## config.mk

```make
export PLATFORM = sky130hd
export DESIGN_NAME = pe_row_sched
export DESIGN_NICKNAME = d
export VERILOG_FILES = /design/src/rtl/npu_pkg.sv /design/src/rtl/pe_row_addr_gen.sv /design/src/rtl/pe_row_sched.sv
export SDC_FILE = /design/constraint.sdc
export NUM_CORES = 1
export LEC_CHECK = 0
export CAP_MARGIN = 20
export CORE_MARGIN = 1.5
export CORE_UTILIZATION = 60
export CTS_CLUSTER_SIZE = 16
export DETAILED_ROUTE_END_ITERATION = 8
export PLACE_DENSITY = 0.88
export SLEW_MARGIN = 40
export SYNTH_ARGS = -nofsm -noshare
export SYNTH_HDL_FRONTEND = slang
export SYNTH_SLANG_ARGS = --single-unit
export TNS_END_PERCENT = 20
```

## constraint.sdc

```tcl
create_clock -name clk -period 6.54 [get_ports clk]
set_input_delay 1.308 -clock clk [delete_from_list [all_inputs] [get_ports clk]]
set_output_delay 1.308 -clock clk [all_outputs]
set_load 0.01 [all_outputs]
```

## src/rtl/npu_pkg.sv

```systemverilog
// Shared definitions for the PE row scheduler: FSM encoding, address widths
// and the configuration legality check.
package npu_pkg;

  localparam int K_MAX     = 3;
  localparam int IA_ADDR_W = 6;
  localparam int W_ADDR_W  = 7;

  typedef enum logic [2:0] {
    ST_IDLE  = 3'd0,
    ST_CHECK = 3'd1,
    ST_RUN   = 3'd2,
    ST_DRAIN = 3'd3,
    ST_FIN   = 3'd4
  } sched_state_e;

  // A config is usable only if every loop bound is non-empty, the kernel fits
  // the row, and all OC*K weights fit in a weight row memory of w_depth words.
  function automatic logic cfg_legal(input logic [2:0] k,
                                     input logic [5:0] img_w,
                                     input logic [7:0] oc,
                                     input logic [2:0] stride,
                                     input int unsigned w_depth);
    logic [10:0] w_words;
    logic        ok;
    w_words = 11'(oc) * 11'(k);
    ok = 1'b1;
    if (k == 3'd0 || k > 3'(K_MAX)) ok = 1'b0;
    if (stride == 3'd0)             ok = 1'b0;
    if (oc == 8'd0)                 ok = 1'b0;
    if (img_w < {3'b000, k})        ok = 1'b0;
    if (32'(w_words) > w_depth)     ok = 1'b0;
    return ok;
  endfunction

endpackage

```

## src/rtl/pe_row_addr_gen.sv

```systemverilog
// Loop counters for one row tile: kx (inner), ox (middle), oc (outer), plus
// the ia window base and weight base that the read addresses are built from.
module pe_row_addr_gen
  import npu_pkg::*;
(
  input  logic       clk,
  input  logic       reset,
  input  logic       clear_i,
  input  logic       advance_i,
  input  logic [2:0] k_i,
  input  logic [5:0] img_w_i,
  input  logic [2:0] stride_i,
  input  logic [7:0] oc_num_i,
  output logic [1:0] kx_o,
  output logic [5:0] ox_o,
  output logic [5:0] ox_base_o,
  output logic [7:0] oc_o,
  output logic [8:0] w_base_o,
  output logic       kx_last_o,
  output logic       ox_last_o,
  output logic       oc_last_o
);

  logic [1:0] kx_q, kx_d;
  logic [5:0] ox_q, ox_d;
  logic [5:0] ox_base_q, ox_base_d;
  logic [7:0] oc_q, oc_d;
  logic [8:0] w_base_q, w_base_d;
  logic [6:0] next_end;

  // End of the next output window; 7 bits so IMG_W=63 with STRIDE=7 cannot wrap.
  assign next_end  = {1'b0, ox_base_q} + {4'b0000, stride_i} + {4'b0000, k_i};
  assign kx_last_o = ({1'b0, kx_q} == (k_i - 3'd1));
  assign ox_last_o = (next_end > {1'b0, img_w_i});
  assign oc_last_o = (oc_q == (oc_num_i - 8'd1));

  assign kx_o      = kx_q;
  assign ox_o      = ox_q;
  assign ox_base_o = ox_base_q;
  assign oc_o      = oc_q;
  assign w_base_o  = w_base_q;

  // Next-state of the nested loop counters; they move only on an issued beat.
  always_comb begin
    kx_d      = kx_q;
    ox_d      = ox_q;
    ox_base_d = ox_base_q;
    oc_d      = oc_q;
    w_base_d  = w_base_q;
    if (clear_i) begin
      kx_d      = '0;
      ox_d      = '0;
      ox_base_d = '0;
      oc_d      = '0;
      w_base_d  = '0;
    end else if (advance_i) begin
      if (kx_last_o) begin
        kx_d = '0;
        if (ox_last_o) begin
          ox_base_d = '0;
          ox_d      = '0;
          w_base_d  = w_base_q + {6'b000000, k_i};
          oc_d      = oc_q + 8'd1;
        end else begin
          ox_base_d = ox_base_q + {3'b000, stride_i};
          ox_d      = ox_q + 6'd1;
        end
      end else begin
        kx_d = kx_q + 2'd1;
      end
    end
  end

  // Counter registers.
  always_ff @(posedge clk) begin
    if (reset) begin
      kx_q      <= '0;
      ox_q      <= '0;
      ox_base_q <= '0;
      oc_q      <= '0;
      w_base_q  <= '0;
    end else begin
      kx_q      <= kx_d;
      ox_q      <= ox_d;
      ox_base_q <= ox_base_d;
      oc_q      <= oc_d;
      w_base_q  <= w_base_d;
    end
  end

endmodule

```

## src/rtl/pe_row_sched.sv

```systemverilog
// Sequences one convolution row tile through a PE row: issues ia/weight reads
// and presents each beat to the PE one cycle later with first/last markers.
//
// state    | meaning
// ---------+-----------------------------------------------------------
// ST_IDLE  | waiting for start; config latched on start
// ST_CHECK | one cycle to validate the latched config
// ST_RUN   | issuing reads, one per cycle unless the PE stalls
// ST_DRAIN | last read issued; waiting for the PE to take the final beat
// ST_FIN   | one-cycle done pulse (cfg_err qualifies it)
module pe_row_sched
  import npu_pkg::*;
#(
  parameter int IA_ROW_MEM_ADDR     = IA_ADDR_W,
  parameter int WEIGHT_ROW_MEM_ADDR = W_ADDR_W
) (
  input  logic                           clk,
  input  logic                           reset,
  input  logic                           start,
  input  logic [2:0]                     K,
  input  logic [5:0]                     IMG_W,
  input  logic [7:0]                     OC,
  input  logic [2:0]                     STRIDE,
  output logic                           busy,
  output logic                           done,
  output logic                           cfg_err,
  output logic                           ia_rd_en,
  output logic [IA_ROW_MEM_ADDR-1:0]     ia_rd_addr,
  output logic                           w_rd_en,
  output logic [WEIGHT_ROW_MEM_ADDR-1:0] w_rd_addr,
  output logic                           pe_valid,
  input  logic                           pe_ready,
  output logic                           pe_first,
  output logic                           pe_last,
  output logic [7:0]                     oc_idx,
  output logic [5:0]                     ox_idx
);

  localparam int unsigned W_DEPTH = 1 << WEIGHT_ROW_MEM_ADDR;

  sched_state_e state_q, state_d;
  logic [2:0]   k_q, stride_q;
  logic [5:0]   img_w_q;
  logic [7:0]   oc_q;
  logic         cfg_ok;
  logic         issue, cnt_clear;
  logic         valid_q, first_q, last_q;
  logic [7:0]   oc_idx_q;
  logic [5:0]   ox_idx_q;

  logic [1:0]   kx;
  logic [5:0]   ox, ox_base;
  logic [7:0]   oc_cnt;
  logic [8:0]   w_base;
  logic         kx_last, ox_last, oc_last;

  assign cfg_ok = cfg_legal(k_q, img_w_q, oc_q, stride_q, W_DEPTH);

  pe_row_addr_gen u_addr_gen (
    .clk       (clk),
    .reset     (reset),
    .clear_i   (cnt_clear),
    .advance_i (issue),
    .k_i       (k_q),
    .img_w_i   (img_w_q),
    .stride_i  (stride_q),
    .oc_num_i  (oc_q),
    .kx_o      (kx),
    .ox_o      (ox),
    .ox_base_o (ox_base),
    .oc_o      (oc_cnt),
    .w_base_o  (w_base),
    .kx_last_o (kx_last),
    .ox_last_o (ox_last),
    .oc_last_o (oc_last)
  );

  // State register.
  always_ff @(posedge clk) begin
    if (reset) state_q <= ST_IDLE;
    else       state_q <= state_d;
  end

  // Config is captured only from IDLE so a stray start mid-run cannot disturb it.
  always_ff @(posedge clk) begin
    if (reset) begin
      k_q      <= '0;
      img_w_q  <= '0;
      oc_q     <= '0;
      stride_q <= '0;
    end else if (state_q == ST_IDLE && start) begin
      k_q      <= K;
      img_w_q  <= IMG_W;
      oc_q     <= OC;
      stride_q <= STRIDE;
    end
  end

  // Next-state, read issue and counter clear.
  always_comb begin
    state_d   = state_q;
    issue     = 1'b0;
    cnt_clear = 1'b0;
    unique case (state_q)
      ST_IDLE:  if (start) state_d = ST_CHECK;
      ST_CHECK: begin
        if (cfg_ok) begin
          cnt_clear = 1'b1;
          state_d   = ST_RUN;
        end else begin
          state_d = ST_FIN;
        end
      end
      ST_RUN: begin
        issue = !valid_q || pe_ready;
        if (issue && kx_last && ox_last && oc_last) state_d = ST_DRAIN;
      end
      ST_DRAIN: if (!valid_q || pe_ready) state_d = ST_FIN;
      ST_FIN:   state_d = ST_IDLE;
      default:  state_d = ST_IDLE;
    endcase
  end

  // One-deep beat register: tags line up with the memory data one cycle after issue.
  always_ff @(posedge clk) begin
    if (reset) begin
      valid_q  <= 1'b0;
      first_q  <= 1'b0;
      last_q   <= 1'b0;
      oc_idx_q <= '0;
      ox_idx_q <= '0;
    end else if (issue) begin
      valid_q  <= 1'b1;
      first_q  <= (kx == 2'd0);
      last_q   <= kx_last;
      oc_idx_q <= oc_cnt;
      ox_idx_q <= ox;
    end else if (pe_ready) begin
      valid_q  <= 1'b0;
    end
  end

  // Addresses follow the counters, which only move on issue, so they hold through a stall.
  assign ia_rd_en   = issue;
  assign w_rd_en    = issue;
  assign ia_rd_addr = IA_ROW_MEM_ADDR'(ox_base) + IA_ROW_MEM_ADDR'(kx);
  assign w_rd_addr  = WEIGHT_ROW_MEM_ADDR'(w_base) + WEIGHT_ROW_MEM_ADDR'(kx);

  assign pe_valid = valid_q;
  assign pe_first = first_q;
  assign pe_last  = last_q;
  assign oc_idx   = oc_idx_q;
  assign ox_idx   = ox_idx_q;

  assign busy    = (state_q == ST_CHECK) || (state_q == ST_RUN) || (state_q == ST_DRAIN);
  assign done    = (state_q == ST_FIN);
  assign cfg_err = (state_q == ST_FIN) && !cfg_ok;

endmodule
```

### Word level (Yosys, flattened, before mapping)

Cells that the tools add are included.

* bits in registers: 71
* latch bits: 0
* memory bits (writable): 0
* memory bits (read-only): 0
* bits of input ports: 24
* output and inout port bits: 35
* word-level logic and storage cells: 79
* memories: 0

* add/subtract/negate cells: 11
* multipliers: 1
* div/mod/pow operators: 0
* magnitude comparators: 4
* equality and inequality tests: 9
* shift-type cells: 0
* mux-type cells: 18
* bitwise operators: 0
* reductions and logical operators: 21

Operators by type and width (count)
* 3-bit two-way mux: 4
* 6-bit two-way mux: 2
* 3-bit case mux with 4 select lines: 1
* 11-bit by 8-bit greater-than comparator with 1-bit output (second input constant): 1
* 8-bit by 3-bit multiplier with 11-bit output: 1
* 1-bit two-way mux: 10
* 9-bit by 3-bit adder with 9-bit output: 1
* 3-bit zero test: 3
* 8-bit by 1-bit adder with 8-bit output (second input constant): 1
* 8-bit equality test: 1
* 8-bit zero test: 1
* 8-bit by 1-bit subtractor with 8-bit output (second input constant): 1
* 6-bit by 3-bit adder with 7-bit output: 1
* 7-bit by 2-bit adder with 7-bit output: 1
* 7-bit by 3-bit adder with 7-bit output: 1
* 7-bit by 6-bit greater-than comparator with 1-bit output: 1
* 6-bit by 1-bit adder with 6-bit output (second input constant): 1
* 6-bit by 2-bit adder with 6-bit output: 1
* 6-bit by 3-bit adder with 6-bit output: 1
* 3-bit by 2-bit equality test with 1-bit output (second input constant): 2
* 6-bit by 3-bit < comparator with 1-bit output: 1
* 2-bit != test (second input constant): 3
* 3-bit AND reduction: 2
* 1-bit logical AND: 5
* 13 further kinds: 17

### Depth between registers and ports, before layout

* depth after elaboration: 10
* mapped depth: 17
* mapped depth without buffers: 15

### Hierarchy

A second synthesis with hierarchy kept.

* cell total of the unflattened synthesis: 580
* area total of the unflattened synthesis: 4658.2 um2

By module, submodules not included
* pe_row_sched: times used 1, cells an instance 315, area an instance 2417.3 um2
* pe_row_addr_gen: times used 1, cells an instance 265, area an instance 2240.9 um2

### Worst setup path before layout

Ideal clock, no wire load.

* path kind: register -> output
* from: register k_q[1]
* to: output cfg_err
* data arrival time: 3117 ps
* slack: 2115 ps
* stages on the path, launching flop included: 13
* cell sequence: dfxtp_1 > clkbuf_1 > inv_1 > nor2_1 > fa_1 > ha_1 > fa_1 > xor2_1 > or4_1 > a21oi_1 > a311oi_1 > nand4bb_1 > and2_1

* cells in the longest elaborated chain, start to end: 9

RTL lines
* start, declared: RTL line pe_row_sched.sv:42 `logic [2:0] k_q, stride_q;`
* start signal, assigned: RTL line pe_row_sched.sv:87 `k_q <= '0;`
* start signal, assigned: RTL line pe_row_sched.sv:92 `k_q <= K;`
* parallel branches: the longest is 6 deep, another holds 8-bit by 3-bit multiplier with 11-bit output
* 1-bit two-way mux *: RTL line npu_pkg.sv:32 `if (32'(w_words) > w_depth) ok = 1'b0;`
* 1-bit zero test *: RTL line pe_row_sched.sv:157 `assign cfg_err = (state_q == ST_FIN) && !cfg_ok;`
* 1-bit logical AND *: RTL line pe_row_sched.sv:157
* end, declared: RTL line pe_row_sched.sv:26 `output logic cfg_err,`

Mark *: on every way between the ends.

### Final worst setup path

Ends and elaborated chain as after synthesis.

==> out/results.tsv <==
stage	metric	value	unit
finish	diodes	0	
setup_path	worstSetupStartpointType	register	
sta	hold_viol_final	0	
yosys	ys_ff_latch	69	
global_route	antenna_found_initial	0	
routing	wirelength	11300	µm
global_route	grt_pass1_wl	19400	µm
setup_path	critPathMaxStageDelay	0.50	ns
clock_tree	cts-root-buf	clkbuf_8	
clock_tree	numCtsBuffers	9	
yosys	ys_types	53	
global_route	grt_overflow_total	0	
yosys	synth_area_leaders	dfxtp_1 30%, ha_1 11%, nand2_1 9.2%	
power	power	934	µW
sta	setup_tns	0	ns
floorplanning	die_height	90.2	µm
clock_tree	cts-hold-fix-buffers	0	
routing	route.detailed.drc	0	
global_route	grt_max_degree	40	
routing	wirelength_met1	4720	µm
floorplanning	io-pin-count	59	
sta	period_needed	5.51	ns
finish	syn_to_final_growth	17.4	%
yosys	synthArstFlopShare	0	
floorplanning	die_w	90.2	µm
setup_path	crit_chain	inv_1 > nor2_1 > fa_1 > ha_1 > fa_1 > xor2_1 > or4_1 > a21oi_1 > a311oi_1 > nand4bb_1 > and2_1 > clkdlybuf4s50_1	
yosys	synth_area	0.00456	mm²
routing	num_vias	4169	
routing	dr.max_layer_used	met4	
setup_path	required	5.23	ns
floorplanning	std_cell_rows	31	
global_route	grt_pass1_vias	4137	
yosys	syn_inst	566	
power	power.leakage	2.20	nW
clock_tree	cts.sinks	69	
sta	post-route-period-util	0.843	
power	ir_drop	108	µV
clock_tree	cts_tree	done	
placed_design	port_buffers	58	
finish	drive_above_1_share	0.0456	
sta	finalClockSkew	0.00796	ns
finish	nets	689	
sta	slew_violations	0	
clock_tree	clk_pin_slew	0.08	ns
global_route	gr-usage-all-layers	0.293	
setup_path	slowest_stage	dfxtp_1	
setup_path	end_kind	primary output	
clock_tree	clockBufferDepth	2	
yosys	synth_area_leader_cell	dfxtp_1	
outcome	status	finished clean	
finish	final_common_cell	nand2_1	
floorplanning	design.core.area	0.00729	mm²
setup_path	cp.arrival	4.20	ns
sta	fin_hold_ws	0.460	ns
routing	wire_per_inst	15.8	µm
setup_path	cp_max_fo	10	
sta	relSlewSlack	0.424	
clock_tree	cts_resized	0	
hold_path	hp-class	register to register	
job	maxCapViolations	0	
floorplanning	die-area	0.00813	mm²
clock_tree	h-tree-depth	3	
sta	setup_viol	0	
placed_design	gp_congestion	0.913	
placed_design	dp_hpwl	8290	µm
routing	postRouteAntennaNets	0	
sta	worstMarginPinSlew	0.860	ns
yosys	seq_area_frac_synth	0.303	
routing	drt_pass1_iterations	5	
yosys	synth_flop_cell	dfxtp_1	
routing	met2_length	5580	µm
setup_path	path_class	register to primary output	
yosys	synth_edf_count	0	
clock_tree	clk-insertion-delay-late	0.35	ns
yosys	avgSynthCellArea	8.06	µm²
sta	fmax	181	MHz
floorplanning	start_util	0.625	
clock_tree	post_cts_buffers	0	
finish	final_cell_mix	112 x nand2_1, 69 x dfxtp_1, 62 x a21oi_1	
routing	via_per_inst	5.85	
yosys	ys.warnings.count	0	
setup_path	crit_top_cell	fa_1	
routing	wl_met3	711	µm
power	power_density	174	mW/mm²
routing	drtIter0Drc	340	
yosys	syn_nets	645	
sta	rsz0062_at_grt	no	
yosys	netlist.area_leader.share	0.303	
worst max-delay path, delay by kind of cell, from the launching register on:
kind	cells	cell delay, ns
fa+ha+maj	3	1.09
flops	1	0.50
simple gates	4	1.11
xor+xnor	1	0.15
compound gates	2	0.27
buf+inv	2	0.73
final cells by class:
type	instances	area, µm²
clock inverters	6	63.8
fillers	574	1940
well taps	99	124
repair buffers	63	622
inverters	39	146
flip-flops and latches	69	1380
multi-input cells	428	2900
clock buffers	9	124
flip-flops by register name, indices dropped and copies added, names as in the netlist:
name and count:
u_addr_gen.ox_o 6, oc_idx 8, pe_first 1, oc_q 8, img_w_q 6, k_q 3
ox_idx 6, state_q 3, pe_last 1, pe_valid 1, u_addr_gen.oc_o 8, u_addr_gen.ox_base_o 6
stride_q 3, u_addr_gen.w_base_o 7, u_addr_gen.kx_o 2
cell usage after synthesis, types with 4 or more instances:
| master | number |
|---|---|
| inv_1 | 38 |
| clkbuf_1 | 16 |
| nand3_1 | 10 |
| nor2_1 | 29 |
| nor3_1 | 16 |
| xnor2_1 | 19 |
| fa_1 | 15 |
| nor4_1 | 5 |
| nand4_1 | 5 |
| a21o_1 | 9 |
| dfxtp_1 | 69 |
| o31ai_1 | 5 |
| ha_1 | 40 |
| nand2_1 | 112 |
| xor2_1 | 18 |
| or3_1 | 6 |
| o211ai_1 | 5 |
| buf_6 | 4 |
| a21oi_1 | 62 |
| nand2b_1 | 5 |
| nor2b_1 | 4 |
| and2_1 | 8 |
| o21ai_0 | 9 |
| nand3b_1 | 6 |
| a31oi_1 | 4 |
| buf_2 | 6 |
layer usage:
layer | vias up | global-route usage
met5 | - | 0
li1 | 2005 | -
met3 | 32 | 0.0584
met1 | 1967 | 0.365
met4 | 0 | 0.0992
met2 | 165 | 0.505
path summary, 6_finish.rpt:
check | start | end | slack [ns] | cells past startpoint
setup / recovery | k_q[1] | cfg_err | 1.03 | 12
hold / removal | ox_idx[4] | ox_idx[4] | 0.46 | 2
setup reg to reg | k_q[1] | u_addr_gen.oc_o[5] | 2.23 | 16
hold reg to reg | ox_idx[4] | ox_idx[4] | 0.46 | 2
kinds of logic (layout without fill, tap and decap cells):
group,after synthesis,in the layout,synth area share
and+or+nand+nor,222,222,0.232
DFF,69,69,0.303
adders and majority gates,55,55,0.176
xor gates and xnor gates,37,37,0.0711
muxes,3,3,0.00658
buffers and inverters,69,117,0.0667
AOI/OAI and AO/OA,111,111,0.145
report_power, final:
part           switching (mW)  total [mW]  internal (mW)
Clock                   0.173       0.347          0.174
Sequential             0.0188       0.447          0.429
Combinational          0.0774       0.139         0.0620
stage by stage:
stage	setup WS (ns)	cells	utilization	instance area [µm²]
finish	1.03	713	0.735	5360
global route	0.760	713	0.735	5360
CTS	1.05	712	0.732	5340
detailed placement	1.43	697	0.706	5150
global placement	1.54	697	0.706	5150
floorplan	2.12	566	-	4560
No activity file was read; power rests on OpenSTA's default activity.
